===== src/rtl/conv_lb_feeder.sv =====
// Ingress driver for the convolution line buffer: turns a sof/eol framed pixel
// stream into registered push/pop strobes, learns line width from line 0 and flags framing errors.
module conv_lb_feeder #(
    parameter int PIXEL_W     = 8,
    parameter int IMAGE_MAX_W = 16,
    parameter int IMAGE_MAX_H = 8,
    localparam int COL_W      = $clog2(IMAGE_MAX_W),
    localparam int LINE_W     = $clog2(IMAGE_MAX_H)
) (
    input  logic               clk,
    input  logic               arst,
    input  logic               in_vld_i,
    output logic               in_rdy_o,
    input  logic [PIXEL_W-1:0] in_dat_i,
    input  logic               in_sof_i,
    input  logic               in_eol_i,
    input  logic               stall_i,
    output logic               push_o,
    output logic               pop_o,
    output logic [PIXEL_W-1:0] dat_o,
    output logic               sof_o,
    output logic               eol_o,
    output logic [COL_W:0]     width_o,
    output logic [LINE_W-1:0]  line_o,
    output logic               err_o
);

    typedef enum logic [1:0] {IDLE, LINE0, LINEN, ERR} state_t;

    state_t             state_q, state_d;
    logic [COL_W-1:0]   col_q, col_d;
    logic [COL_W:0]     width_q, width_d;
    logic [LINE_W-1:0]  line_q, line_d;
    logic               err_q, err_d;
    logic [PIXEL_W-1:0] dat_q, dat_d;
    logic               push_q, push_d, pop_q, pop_d, sof_q, sof_d, eol_q, eol_d;

    logic              accept, at_max, at_last;
    logic [LINE_W-1:0] line_inc;

    assign in_rdy_o = ~stall_i;
    assign accept   = in_vld_i & ~stall_i;
    assign at_max   = (col_q == COL_W'(IMAGE_MAX_W - 1));
    assign at_last  = ({1'b0, col_q} == width_q - (COL_W+1)'(1));
    assign line_inc = (line_q == LINE_W'(IMAGE_MAX_H - 1)) ? line_q : line_q + LINE_W'(1);

    always_comb begin
        state_d = state_q;
        col_d   = col_q;
        width_d = width_q;
        line_d  = line_q;
        err_d   = err_q;
        dat_d   = dat_q;
        push_d  = 1'b0;
        pop_d   = 1'b0;
        sof_d   = 1'b0;
        eol_d   = 1'b0;
        if (accept) begin
            if (in_sof_i) begin
                push_d = 1'b1;
                sof_d  = 1'b1;
                dat_d  = in_dat_i;
                err_d  = 1'b0;
                if (in_eol_i) begin
                    // a single-pixel line 0 is complete on the sof pixel itself
                    eol_d   = 1'b1;
                    width_d = (COL_W+1)'(1);
                    line_d  = LINE_W'(1);
                    col_d   = '0;
                    state_d = LINEN;
                end else begin
                    line_d  = '0;
                    col_d   = COL_W'(1);
                    state_d = LINE0;
                end
            end else begin
                case (state_q)
                    LINE0: begin
                        if (in_eol_i) begin
                            push_d  = 1'b1;
                            eol_d   = 1'b1;
                            dat_d   = in_dat_i;
                            width_d = {1'b0, col_q} + (COL_W+1)'(1);
                            col_d   = '0;
                            line_d  = line_inc;
                            state_d = LINEN;
                        end else if (at_max) begin
                            err_d   = 1'b1;
                            state_d = ERR;
                        end else begin
                            push_d = 1'b1;
                            dat_d  = in_dat_i;
                            col_d  = col_q + COL_W'(1);
                        end
                    end
                    LINEN: begin
                        if (in_eol_i && at_last) begin
                            push_d = 1'b1;
                            pop_d  = 1'b1;
                            eol_d  = 1'b1;
                            dat_d  = in_dat_i;
                            col_d  = '0;
                            line_d = line_inc;
                        end else if (in_eol_i || at_last) begin
                            // early or late eol: drop the pixel and wait for sof
                            err_d   = 1'b1;
                            state_d = ERR;
                        end else begin
                            push_d = 1'b1;
                            pop_d  = 1'b1;
                            dat_d  = in_dat_i;
                            col_d  = col_q + COL_W'(1);
                        end
                    end
                    default: ;
                endcase
            end
        end
    end

    always_ff @(posedge clk or posedge arst) begin
        if (arst) begin
            state_q <= IDLE;
            col_q   <= '0;
            width_q <= '0;
            line_q  <= '0;
            err_q   <= 1'b0;
            dat_q   <= '0;
            push_q  <= 1'b0;
            pop_q   <= 1'b0;
            sof_q   <= 1'b0;
            eol_q   <= 1'b0;
        end else begin
            state_q <= state_d;
            col_q   <= col_d;
            width_q <= width_d;
            line_q  <= line_d;
            err_q   <= err_d;
            dat_q   <= dat_d;
            push_q  <= push_d;
            pop_q   <= pop_d;
            sof_q   <= sof_d;
            eol_q   <= eol_d;
        end
    end

    assign push_o  = push_q;
    assign pop_o   = pop_q;
    assign sof_o   = sof_q;
    assign eol_o   = eol_q;
    assign dat_o   = dat_q;
    assign width_o = width_q;
    assign line_o  = line_q;
    assign err_o   = err_q;

endmodule


===== config.mk =====
export PLATFORM = sky130hd
export DESIGN_NAME = conv_lb_feeder
export DESIGN_NICKNAME = d
export VERILOG_FILES = /design/src/rtl/conv_lb_feeder.sv
export SDC_FILE = /design/constraint.sdc
export NUM_CORES = 1
export LEC_CHECK = 0
export ABC_CLOCK_PERIOD_IN_PS = 3000
export BUFFER_PORTS_ARGS = -buffer_cell sky130_fd_sc_hd__buf_2
export CAP_MARGIN = 20
export CORE_MARGIN = 3
export CORE_UTILIZATION = 53
export CTS_CLUSTER_SIZE = 20
export DETAILED_ROUTE_END_ITERATION = 10
export PLACE_DENSITY = 0.79
export SLEW_MARGIN = 20
export SYNTH_ARGS = -nofsm -noshare
export SYNTH_HDL_FRONTEND = slang
export SYNTH_SLANG_ARGS = --single-unit

===== constraint.sdc =====
create_clock -name clk -period 3 [get_ports clk]
set_clock_uncertainty 0.2 [all_clocks]
set_input_delay 0.45 -clock clk [delete_from_list [all_inputs] [get_ports clk]]
set_output_delay 0.45 -clock clk [all_outputs]
set_load 0.005 [all_outputs]

======== Word-level counts from Yosys, hierarchy flattened ========
Cells that the tools add are included.
operators by class
  reductions and logical operators ........ 9
  add/sub/neg operators ................... 4
  eq/ne operators ......................... 14
  shift-type cells ........................ 0
  divide/modulo/power cells ............... 0
  multiply operators ...................... 0
  bitwise logic cells ..................... 2
  order comparisons ....................... 0
  mux-type cells .......................... 53
operator list
  cell                   number
  $mux W8                5
  $mux W1                22
  $mux W4                5
  $mux W5                4
  $ne A3 B3 Y1 const B   6
  $pmux W8 S2            1
  $mux W2                6
  $mux W3                4
  $ne A4 B4 Y1 const B   3
  $pmux W4 S2            1
  $reduce_and A4 Y1      2
  $pmux W1 S2            3
  $pmux W3 S2            1
  $reduce_and A6 Y1      1
  $add A4 B1 Y5 const B  1
  $eq A4 B5 Y1           1
  $reduce_and A5 Y1      1
  $sub A5 B1 Y5 const B  1
  $add A4 B1 Y4 const B  1
  $eq A4 B4 Y1 const B   1
  $pmux W2 S2            1
  $add A3 B1 Y3 const B  1
  $eq A3 B3 Y1 const B   1
  $reduce_and A3 Y1      1
  other kinds (8)        8
storage, ports and cells
  bits in latches ......................... 0
  register bits ........................... 27
  memories ................................ 0
  bits in writable memories ............... 0
  output and inout bits ................... 22
  input bits .............................. 14
  ROM bits ................................ 0

======== Longest topological paths before layout ========
Gate-level depths: netlist of the first run.
  depth after elaboration ................. 8
  mapped depth ............................ 11
  depth with buffers taken out ............ 11

======== Worst setup path after synthesis of the first run ========
OpenSTA, ideal clock, no wires.
  path type ............................... flip-flop to flip-flop
  from .................................... reg width_q[0] (netlist: width_o[0])
  to ...................................... reg col_q[2]
  library setup time ...................... 0.125 ns
  arrival ................................. 2.339 ns
  cell stages (with the launch flop) ...... 11
  path slack .............................. 0.336 ns
  required time ........................... 2.675 ns
  path through ............................ dfrtp_1 -> inv_1 -> ha_1 -> nor2_1 -> nor2_1 -> a221oi_1 -> o2111ai_1 -> ha_1 -> o311ai_4 -> buf_8 -> mux2_4
on the way
  cells in the longest elaborated chain, start to end .. 6
  elaborated cells on any way between the ends .. 9
  those cells by class .................... add/sub: 1; eq/ne: 2; mux: 3; reduce/logical: 3
ends and longest elaborated chain
  element                 RTL line  source
  from (decl)             32        logic [COL_W:0] width_q, width_d;
  from (signal assigned)  136       width_q <= width_d;
  $sub A5 B1 Y5 (*)       44        assign at_last = ({1'b0, col_q} == width_q - (COL_W+1)'(1));
  $eq A4 B5 Y1 (*)        44
  $logic_and A1 B1 Y1     97        if (in_eol_i && at_last) begin
  $mux W4                 97
  $pmux W4 S2             77        case (state_q)
  $mux W4                 59        if (in_sof_i) begin
  to (signal assigned)    135       col_q <= col_d;
  to (decl)               31        logic [COL_W-1:0] col_q, col_d;
Every way passes the cells marked *; elsewhere a longest branch is shown, timed or not.
A chain may end at the register's enable or synchronous reset.

======== Worst setup path in the final report of the first run ========
  from .................................... reg width_q[0] (netlist: width_o[0])
  to ...................................... reg col_q[0]
Same word-level chain as after synthesis.

==> flow_summary.yaml, run 1 <==
routing:
  num_vias: 1171
  highest_layer: "met4"
  routedLengthMet1_mm: 1.37
  detailroute.wirelength.met3_um: 147
  dr.first_iter.drc_count: 29
  remaining_drc_errors: 0
  viasPerCell: 5.77
  ant_nets: 0
  detail_route.wirelength_mm: 3.17
  met2WireLength_mm: 1.62
  route.detailed.wl_per_inst_um: 15.6
  drtPass1Iterations: 4
global_routing:
  grt_antenna_before_repair: 0
  grt_overflow: 0
  gr-usage-all-layers: 0.186
  grt_start_max_net_pins: 28
  first_global_vias: 1147
  grt_pass1_wl_mm: 5.13
setup_path:
  crit_fanout: 12
  worst-endpoint-arrival_ns: 2.83
  critical_path.endpoint_type: "register"
  crit_required_ns: 3.04
  regToRegStartpoint: "width_o[0]"
  worst_setup_path_start_kind: "register"
  critical_path.startpoint: "width_o[0]"
  critical_path_class: "register to register"
synth:
  post_synth_num_cell_types: 46
  synth_top_cells_by_count: "27 x dfrtp_1, 11 x nor2_1, 10 x mux2_4, 8 x ha_1"
  netlist.top_cell.by_area: "dfrtp_1"
  synth_area_per_cell_um2: 11.4
  synth_edf_count: 0
  synth.most_common_cell: "dfrtp_1"
  synthesis.area_um2: 1560
  synth_async_sr_flop_share: 1.00
  synth.yosys.warnings: 0
  synth-seq-area-share: 0.432
  syn_nets: 159
  netlist.area_leader.share: 0.432
  yosys_most_used_dff: "dfrtp_1"
  synth.ff_latch_count: 27
  synthesis.instances: 137
  synth_area_leaders: "dfrtp_1 43%, mux2_4 9.6%, ha_1 6.4%"
final_layout:
  final_nets: 195
  drive_above_1_share: 0.360
  instances_no_fill: 203
  finish.utilization: 0.644
  final_area_um2: 1790
  synthToLayoutAreaGrowth_pct: 14.5
  num_antenna_cells: 0
  fillcell_total: 225
floorplanning:
  core.rowCount: 19
  die_area_um2: 3640
  die_height_um: 60.3
  boundaryPins: 36
  initial_utilization: 0.562
  core_area_um2: 2780
  fp.dieW_um: 60.3
clock_tree:
  post_cts_resized: 0
  clk_transition_reported_paths_ns: 0.16
  cts.repair_timing.setup_buffer_count: 0
  h-tree-depth: 1
  clock-sinks: 27
  cts-hold-fix-buffers: 0
  cts_root_buffer_type: "clkbuf_4"
  cts_tree: "built"
  worst_skew_pair.late_latency_ns: 0.34
  cts_buffer_depth: 2
  tritoncts.num_buffers: 3
run_status:
  outcome: "complete, but fails checks"
  failed_checks: "hold timing"
timing:
  hold_slack_ns: -0.0216
  final_max_slew_violation_count: 0
  final.setup.tns_ns: 0
  worst-slew-pin-transition_ns: 0.960
  rsz0062_at_grt: "false"
  post-route-period-util: 0.930
  maxClockFrequency_mhz: 358
  layout_min_cycle_time_ns: 2.79
  final-hold-violation-count: 21
  slew_headroom: 0.356
  setup_violations: 0
run:
  number_of_max_capacitance_violations_reported: 0
power_and_ir_drop:
  power-per-cell-area_nw_per_um2: 773
  p_leak_nw: 0.885
  irDropWorstVdd_mv: 0.535
worst_hold_path:
  min-delay-path-class: "input pin to asynchronous set/reset pin"
place:
  post_dp_cell_area_um2: 1760
  port_buffers: 35
  placed_cells: 199
  detailedPlacementHpwl_mm: 2.40
  gp_congestion: 0.858
[sequential cells by signal, indices dropped and copies added (netlist names)]
name / cells
width_o: 5
state_q: 2
eol_o: 1
col_q: 4
err_o: 1
pop_o: 1
sof_o: 1
line_o: 3
push_o: 1
dat_o: 8
[layout by cell type (no fill, tap or decap), drive strengths merged, types with 2 or more instances in the layout]
cell type | synthesis | routed
o21ai | 5 | 5
buf | 5 | 36
nand2 | 5 | 5
dfrtp | 27 | 27
o22a | 2 | 2
nand3 | 6 | 6
a21oi | 2 | 2
xnor2 | 3 | 3
clkbuf | 0 | 3
a22o | 2 | 2
ha | 8 | 8
nor2b | 2 | 2
inv | 8 | 7
nor2 | 12 | 12
xor2 | 4 | 4
nand2b | 4 | 4
nor3 | 6 | 6
mux2 | 15 | 15
[cells by family after synthesis]
| family | Yosys count | share of synthesized area |
|---|---|---|
| and+or+nand+nor | 41 | 0.146 |
| adders and majority gates | 8 | 0.0640 |
| AOI/OAI and AO/OA | 25 | 0.134 |
| muxes | 16 | 0.138 |
| xor gates and xnor gates | 7 | 0.0392 |
| buffers and inverters | 13 | 0.0456 |
| DFF | 27 | 0.432 |
[power by group]
part	switching (mW)	internal [mW]	total (mW)
clock network	0.113	0.0511	0.164
logic	0.301	0.340	0.642
registers	0.0987	0.479	0.578
total	0.513	0.870	1.38
[through the flow]
step | power (mW) | setup WS, ns | hold slack, ns
6_report | 1.38 | 0.210 | -0.0216
3_5_place_dp | 1.23 | 0.167 | 0.290
3_3_place_gp | 1.20 | 0.297 | 0.293
2_1_floorplan | 1.03 | 0.336 | 0.286
5_1_grt | 1.50 | 0.0179 | 0.00953
4_1_cts | 1.39 | 0.144 | 0.119
[worst paths after layout]
check | to | slack [ns] | cells past startpoint
max reg2reg | col_q[0] | 0.21 | 10
min reg2reg | dat_o[2] | 0.32 | 1
min in group clk | dat_o[2] | 0.12 | 2
min | dat_o[6] | -0.02 | 2
max in group asynchronous | width_o[0] | 2.14 | 2
max | col_q[0] | 0.21 | 10
[per-layer routing]
layer / vias up / GRT usage
met5: - / 0
met4: 0 / 0.0601
met3: 2 / 0.0475
met2: 26 / 0.319
met1: 578 / 0.227
li1: 565 / -
[area by class of cell]
type | instances | area [µm²] | area share
Clock buffer | 3 | 22.5 | 0.0126
Sequential cell | 27 | 677 | 0.378
Inverter | 8 | 30.0 | 0.0168
Multi-Input combinational cell | 97 | 820 | 0.458
Clock inverter | 1 | 7.51 | 0.00419
Tap cell | 31 | 38.8 | 0.0217
Timing Repair Buffer | 36 | 195 | 0.109
[critical path, cell delays in order (launching register included)]
cell	delay (ns)
dfrtp_2	0.44
inv_1	0.06
ha_1	0.25
nor2_1	0.12
nor2_1	0.05
a221oi_1	0.34
o2111ai_1	0.15
ha_1	0.25
o311ai_4	0.30
buf_12	0.19
mux2_1	0.34
No activity file was read; power rests on OpenSTA's default activity.
==> run 2: changes to the inputs <==
--- a/config.mk
+++ b/config.mk
@@ -5,6 +5,7 @@
 export SDC_FILE = /design/constraint.sdc
 export NUM_CORES = 1
 export LEC_CHECK = 0
+export ABC_AREA = 1
 export ABC_CLOCK_PERIOD_IN_PS = 3000
 export BUFFER_PORTS_ARGS = -buffer_cell sky130_fd_sc_hd__buf_2
 export CAP_MARGIN = 20
@@ -13,7 +14,7 @@
 export CTS_CLUSTER_SIZE = 20
 export DETAILED_ROUTE_END_ITERATION = 10
 export PLACE_DENSITY = 0.79
-export SLEW_MARGIN = 20
 export SYNTH_ARGS = -nofsm -noshare
 export SYNTH_HDL_FRONTEND = slang
 export SYNTH_SLANG_ARGS = --single-unit
+export TNS_END_PERCENT = 1
==> run 2 against run 1 <==
  * The run now ends clean
  * Area after synthesis rose by 1.4%
  * Sequential power down 1%
  * Die area rose by 1.2%
  * Via count is 17% higher
  * Non-clock buffer count rose by 1
  * Global-route usage down 0.34 points
  * Worst setup slack gained 0.32 ns
  * Combinational power decreased by 6.5%
==> flow_summary.yaml, run 2 <==
run_status:
  outcome: "finished, final reports clean"
global_routing:
  grt_overflow: 0
  grt_start_max_net_pins: 28
  grt_antenna_before_repair: 0
  grt_pass1_wl_mm: 5.20
  first_global_vias: 1232
  gr-usage-all-layers: 0.183
routing:
  ant_nets: 0
  remaining_drc_errors: 0
  route.detailed.wl_per_inst_um: 11.2
  num_vias: 1367
  dr.first_iter.drc_count: 76
  detail_route.wirelength_mm: 3.10
  drtPass1Iterations: 4
  viasPerCell: 4.95
synth:
  synth_area_per_cell_um2: 7.59
  synth.most_common_cell: "nand2_1"
  synth.yosys.warnings: 0
  synth_top_cells_by_count: "79 x nand2_1, 27 x dfrtp_1, 21 x inv_1, 17 x nor2_1, 11 x nand3_1"
  synth_area_leaders: "dfrtp_1 43%, nand2_1 19%, ha_1 6.3%"
  netlist.top_cell.by_area: "dfrtp_1"
  synth-seq-area-share: 0.426
  post_synth_num_cell_types: 24
  synth_edf_count: 0
  netlist.area_leader.share: 0.426
  synth_async_sr_flop_share: 1.00
  synth.ff_latch_count: 27
  syn_nets: 231
  synthesis.instances: 209
  synthesis.area_um2: 1590
  yosys_most_used_dff: "dfrtp_1"
clock_tree:
  cts_tree: "built"
  tritoncts.num_buffers: 3
  cts_root_buffer_type: "clkbuf_4"
  clk_transition_reported_paths_ns: 0.15
  clock-sinks: 27
  h-tree-depth: 1
  worst_skew_pair.late_latency_ns: 0.33
  cts_buffer_depth: 2
timing:
  post-route-period-util: 0.822
  slew_headroom: 0.697
  hold_slack_ns: 0.101
  maxClockFrequency_mhz: 405
  post-route-worst-setup-slack_ns: 0.534
  rsz0062_at_grt: "false"
  final_max_slew_violation_count: 0
  final.setup.tns_ns: 0
  setup_violations: 0
  final-hold-violation-count: 0
  layout_min_cycle_time_ns: 2.47
  worst-slew-pin-transition_ns: 0.454
power_and_ir_drop:
  p_sw_frac: 0.408
  cell_internal_pwr_uw: 789
  p_leak_nw: 1.01
  irDropWorstVdd_mv: 0.454
  p_clk_frac: 0.121
  power.total_mw: 1.33
  p_switching_uw: 543
  share_of_power_burned_in_registers: 0.429
  power-per-cell-area_nw_per_um2: 746
  power_frac_comb: 0.451
final_layout:
  finish.utilization: 0.636
  most-common-layout-cells: "79 x nand2_1, 35 x buf_2, 27 x dfrtp_1"
  drive_above_1_share: 0.212
  instances_no_fill: 276
  final_area_um2: 1790
  largest_reg_flops: 8
  num_antenna_cells: 0
  synthToLayoutAreaGrowth_pct: 12.6
  final_nets: 268
  layout_commonest_cell: "nand2_1"
setup_path:
  crit_slowest_cell: "dfrtp_1"
  worstPathBufferInverterCount: 1
  critical_path_class: "register to register"
  critical_path.startpoint: "width_o[0]"
  critical_path.endpoint_type: "register"
  worst_path_dominant_cell_family: "simple AND/OR/NAND/NOR gates"
  cell_chain_of_the_critical_path: "inv_1 > ha_1 > xnor2_1 > nor2_1 > nand3_1 > nor2_1 > ha_1 > nor2_1 > nand2_1 > nand3_1 > nor2_2 > nand2_1 > nand2_1"
  crit_required_ns: 3.08
  regToRegStartpoint: "width_o[0]"
  cp_slowest_stage_delay_ns: 0.40
  worst_setup_path_start_kind: "register"
  worst-endpoint-arrival_ns: 2.55
  crit_fanout: 12
place:
  post_dp_cell_area_um2: 1750
  placed_cells: 271
  gp_congestion: 0.885
  detailedPlacementHpwl_mm: 2.37
  port_buffers: 35
  place_worst_setup_slack_ns: 0.540
worst_hold_path:
  min-delay-start: "in_dat_i[4]"
  min-delay-path-class: "input pin to register"
floorplanning:
  initial_utilization: 0.565
  fp.dieW_um: 60.7
  die_area_um2: 3680
  core_area_um2: 2810
  die_height_um: 60.7
  boundaryPins: 36
  core.rowCount: 19
run:
  number_of_max_capacitance_violations_reported: 0
## run 2: cells by family (layout without fill, tap and decap cells)
| logic type | after synthesis | in the layout | share of synthesized area |
|---|---|---|---|
| and+or+nand+nor | 124 | 124 | 0.336 |
| buffers and inverters | 29 | 65 | 0.0955 |
| DFF | 27 | 27 | 0.426 |
| AOI/OAI and AO/OA | 16 | 16 | 0.0513 |
| adders and majority gates | 8 | 8 | 0.0631 |
| xor gates and xnor gates | 5 | 5 | 0.0276 |
## run 2: area by class of cell
cell class              count  area [µm²]
flip-flops and latches     27         676
clock inverters             1        7.51
inverters                  24        90.1
multi-input cells         153         758
clock buffers               3        22.5
fillers                   262        1020
well taps                  31        38.8
repair buffers             37         193
## run 2: layer usage
layer	vias to the layer above	track usage	part of all wire	routed length [µm]
met5	-	0	0	0
met1	613	0.264	0.49	1500
met3	4	0.0191	0.038	119
met2	30	0.290	0.47	1440
li1	720	-	-	-
met4	0	0.0557	0.010	31
## run 2: power groups by stage
stage | clock, mW | combinational (mW) | sequential [mW]
floorplan | 0 | 0.422 | 0.578
global placement | 0 | 0.587 | 0.576
detailed placement | 0 | 0.604 | 0.579
CTS | 0.165 | 0.607 | 0.572
global route | 0.175 | 0.704 | 0.594
finish | 0.161 | 0.600 | 0.571
## run 2: final timing paths
kind	end	slack [ns]	cells after the start
max in group asynchronous	width_o[4]	1.85	4
min	dat_o[4]	0.10	3
min reg2reg	dat_o[4]	0.29	2
max reg2reg	dat_o[1]	0.53	13
min in group asynchronous	dat_o[1]	0.49	4
max	dat_o[1]	0.53	13
## run 2: what timing repair did
action                                  CTS  global route
setup buffers                             0             0
hold endpoints to repair                 27             0
hold buffers                              1             0
endpoints found under the setup margin    0             0
gates resized for setup                   0             0
## run 2: worst reg2reg max path, cell delays in order, from the launching register on
cell     delay (ns)
dfrtp_1        0.40
inv_1          0.09
ha_1           0.31
xnor2_1        0.12
nor2_1         0.09
nand3_1        0.09
nor2_1         0.11
ha_1           0.21
nor2_1         0.06
nand2_1        0.10
nand3_1        0.09
nor2_2         0.37
nand2_1        0.11
nand2_1        0.08
==> run 3: changes to the inputs <==
--- a/config.mk
+++ b/config.mk
@@ -6,14 +6,14 @@
 export NUM_CORES = 1
 export LEC_CHECK = 0
 export ABC_AREA = 1
-export ABC_CLOCK_PERIOD_IN_PS = 3000
+export ABC_CLOCK_PERIOD_IN_PS = 2050
 export BUFFER_PORTS_ARGS = -buffer_cell sky130_fd_sc_hd__buf_2
 export CAP_MARGIN = 20
 export CORE_MARGIN = 3
-export CORE_UTILIZATION = 53
+export CORE_UTILIZATION = 48
 export CTS_CLUSTER_SIZE = 20
 export DETAILED_ROUTE_END_ITERATION = 10
-export PLACE_DENSITY = 0.79
+export PLACE_DENSITY = 0.75
 export SYNTH_ARGS = -nofsm -noshare
 export SYNTH_HDL_FRONTEND = slang
 export SYNTH_SLANG_ARGS = --single-unit
==> constraint.sdc (replaced) <==
create_clock -name clk -period 2.05 [get_ports clk]
set_clock_uncertainty 0.2 [all_clocks]
set_input_delay 0.3075 -clock clk [delete_from_list [all_inputs] [get_ports clk]]
set_output_delay 0.3075 -clock clk [all_outputs]
set_load 0.005 [all_outputs]
==> run 3 against run 2 <==
  * The run now ends with setup timing left
  * Total power increased by 71%
  * Core utilization grew 3.6 points
  * Count of clock-buffer cells in the layout unchanged
  * Hold slack got worse by 0.048 ns
  * Non-clock buffer count grew 21
  * Via count up 8.9%
  * Clock power increased by 53%
  * Largest cell class unchanged
==> flow_summary.yaml, run 3 (synthesized netlist as in run 2, its figures left out) <==
run_status:
  outcome: "complete, but fails checks"
  failed_checks: "setup timing"
global_routing:
  globalRoute.busiestLayer: "met2"
  gr-usage-all-layers: 0.204
  grt_start_max_net_pins: 28
  grt_use_met1: 0.268
  grt_antenna_before_repair: 0
  met3_usage: 0.0303
  first_global_vias: 1502
  met2_usage: 0.330
  grt_pass1_wl_mm: 6.53
  grt_overflow: 0
final_layout:
  num_antenna_cells: 0
  largest_reg_flops: 8
  final_nets: 290
  synthToLayoutAreaGrowth_pct: 31.7
  layout_commonest_cell: "nand2_1"
  drive_above_1_share: 0.300
  finish.utilization: 0.673
  final_area_um2: 2090
  most-common-layout-cells: "77 x nand2_1, 35 x buf_2, 27 x dfrtp_1"
floorplanning:
  core_area_um2: 3100
  boundaryPins: 36
  die_height_um: 63.5
  die_area_um2: 4030
  core.rowCount: 20
  fp.dieW_um: 63.5
  initial_utilization: 0.511
timing:
  layout_min_cycle_time_ns: 2.19
  final.setup.tns_ns: -2.07
  final_max_slew_violation_count: 0
  post-route-worst-setup-slack_ns: -0.137
  maxClockFrequency_mhz: 457
  final-hold-violation-count: 0
  worst-slew-pin-transition_ns: 0.344
  post-route-period-util: 1.07
  rsz0062_at_grt: "true"
  slew_headroom: 0.771
  setup_violations: 19
clock_tree:
  cts_buffer_depth: 2
  cts_root_buffer_type: "clkbuf_4"
  tritoncts.num_buffers: 3
  clock-sinks: 27
  h-tree-depth: 1
  clk_transition_reported_paths_ns: 0.16
  cts_tree: "built"
  worst_skew_pair.late_latency_ns: 0.34
place:
  detailedPlacementHpwl_mm: 2.54
  port_buffers: 35
  gp_congestion: 0.844
  post_dp_cell_area_um2: 1870
setup_path:
  critical_path_class: "register to register"
  crit_required_ns: 2.10
  regToRegStartpoint: "width_o[1]"
  setup.reg_to_reg.worst_slack_ns: -0.14
  ff2ff_path_depth: 14
  crit_fanout: 4
  worst-endpoint-arrival_ns: 2.23
  timing.rr.end: "state_q[0]"
  worst_setup_path_start_kind: "register"
  critical_path.endpoint_type: "register"
worst_hold_path:
  min_path_cells: 3
  min-delay-path-class: "input pin to register"
  min-delay-start: "in_vld_i"
  whs_endpoint: "pop_o"
routing:
  detail_route.wirelength_mm: 3.71
  ant_nets: 0
  viasPerCell: 4.78
  num_vias: 1488
  dr.first_iter.drc_count: 79
  route.detailed.wl_per_inst_um: 11.9
  remaining_drc_errors: 0
  drtPass1Iterations: 4
power_and_ir_drop:
  irDropWorstVdd_mv: 0.509
  power-per-cell-area_nw_per_um2: 1090
  p_leak_nw: 1.12
run:
  number_of_max_capacitance_violations_reported: 0
-- run 3: cell types whose count changed in the layout (fill, tap and decap cells not counted), sizes merged --
cell	previous run	this run
buf	36	49
nor2	22	23
dlygate4sd3	1	9
-- run 3: worst max path at each step --
stage	cells past startpoint	slack, ns	startpoint	end
after floorplan	14	-0.05	width_o[0]	col_q[0]
after global placement	13	-0.20	width_o[1]	dat_o[7]
after detailed placement	13	-0.24	width_o[1]	dat_o[7]
after CTS	13	-0.09	width_o[1]	dat_o[7]
after global routing	13	-0.32	width_o[1]	dat_o[7]
final	14	-0.14	width_o[1]	state_q[0]
-- run 3: metal layers --
layer / up-vias / share of wire
met1: 669 / 0.44
met4: 0 / 0.026
met5: - / 0
met3: 9 / 0.052
met2: 41 / 0.48
li1: 769 / -
-- run 3: repair_timing --
item / 4_1_cts / 5_1_grt
pin swaps: 13 / 2
hold buffers: 9 / 0
hold endpoints to repair: 35 / 0
resized for setup: 12 / 8
endpoints found under the setup margin: 18 / 21
cloned: 1 / 0
setup buffers: 1 / 0
-- run 3: final cells by class --
type,instances,area (µm²)
fill,291,1010
multi-input combinational,154,863
sequential,27,676
timing repair buffer,58,374
inverter,24,90.1
tap,44,55.1
clock buffer,3,22.5
clock inverter,1,7.51
-- run 3: critical path, cell delays in order, from the launching register on --
cell     delay, ns
dfrtp_1       0.42
inv_2         0.08
ha_4          0.15
xor2_1        0.16
nand2_1       0.07
nand3_1       0.08
nor2_1        0.06
ha_2          0.20
buf_4         0.14
nor2_1        0.09
nor2_1        0.05
nor2_2        0.16
nand2_1       0.10
nand2_1       0.07
nand2_1       0.05
-- run 3: stage by stage --
step           total power [mW]  cells  hold WS, ns  worst slack, ns
6_report                   2.27    311       0.0527           -0.137
5_1_grt                    2.51    311       0.0654           -0.323
4_1_cts                    2.18    311       0.0412          -0.0928
3_5_place_dp               1.84    296        0.181           -0.242
3_3_place_gp               1.81    296        0.182           -0.202
2_1_floorplan              1.48    209        0.160          -0.0468
-- run 3: power by group --
part,internal [mW],total (mW),switching [mW]
combinational,0.556,1.21,0.653
clock,0.0750,0.246,0.171
sequential,0.705,0.818,0.113
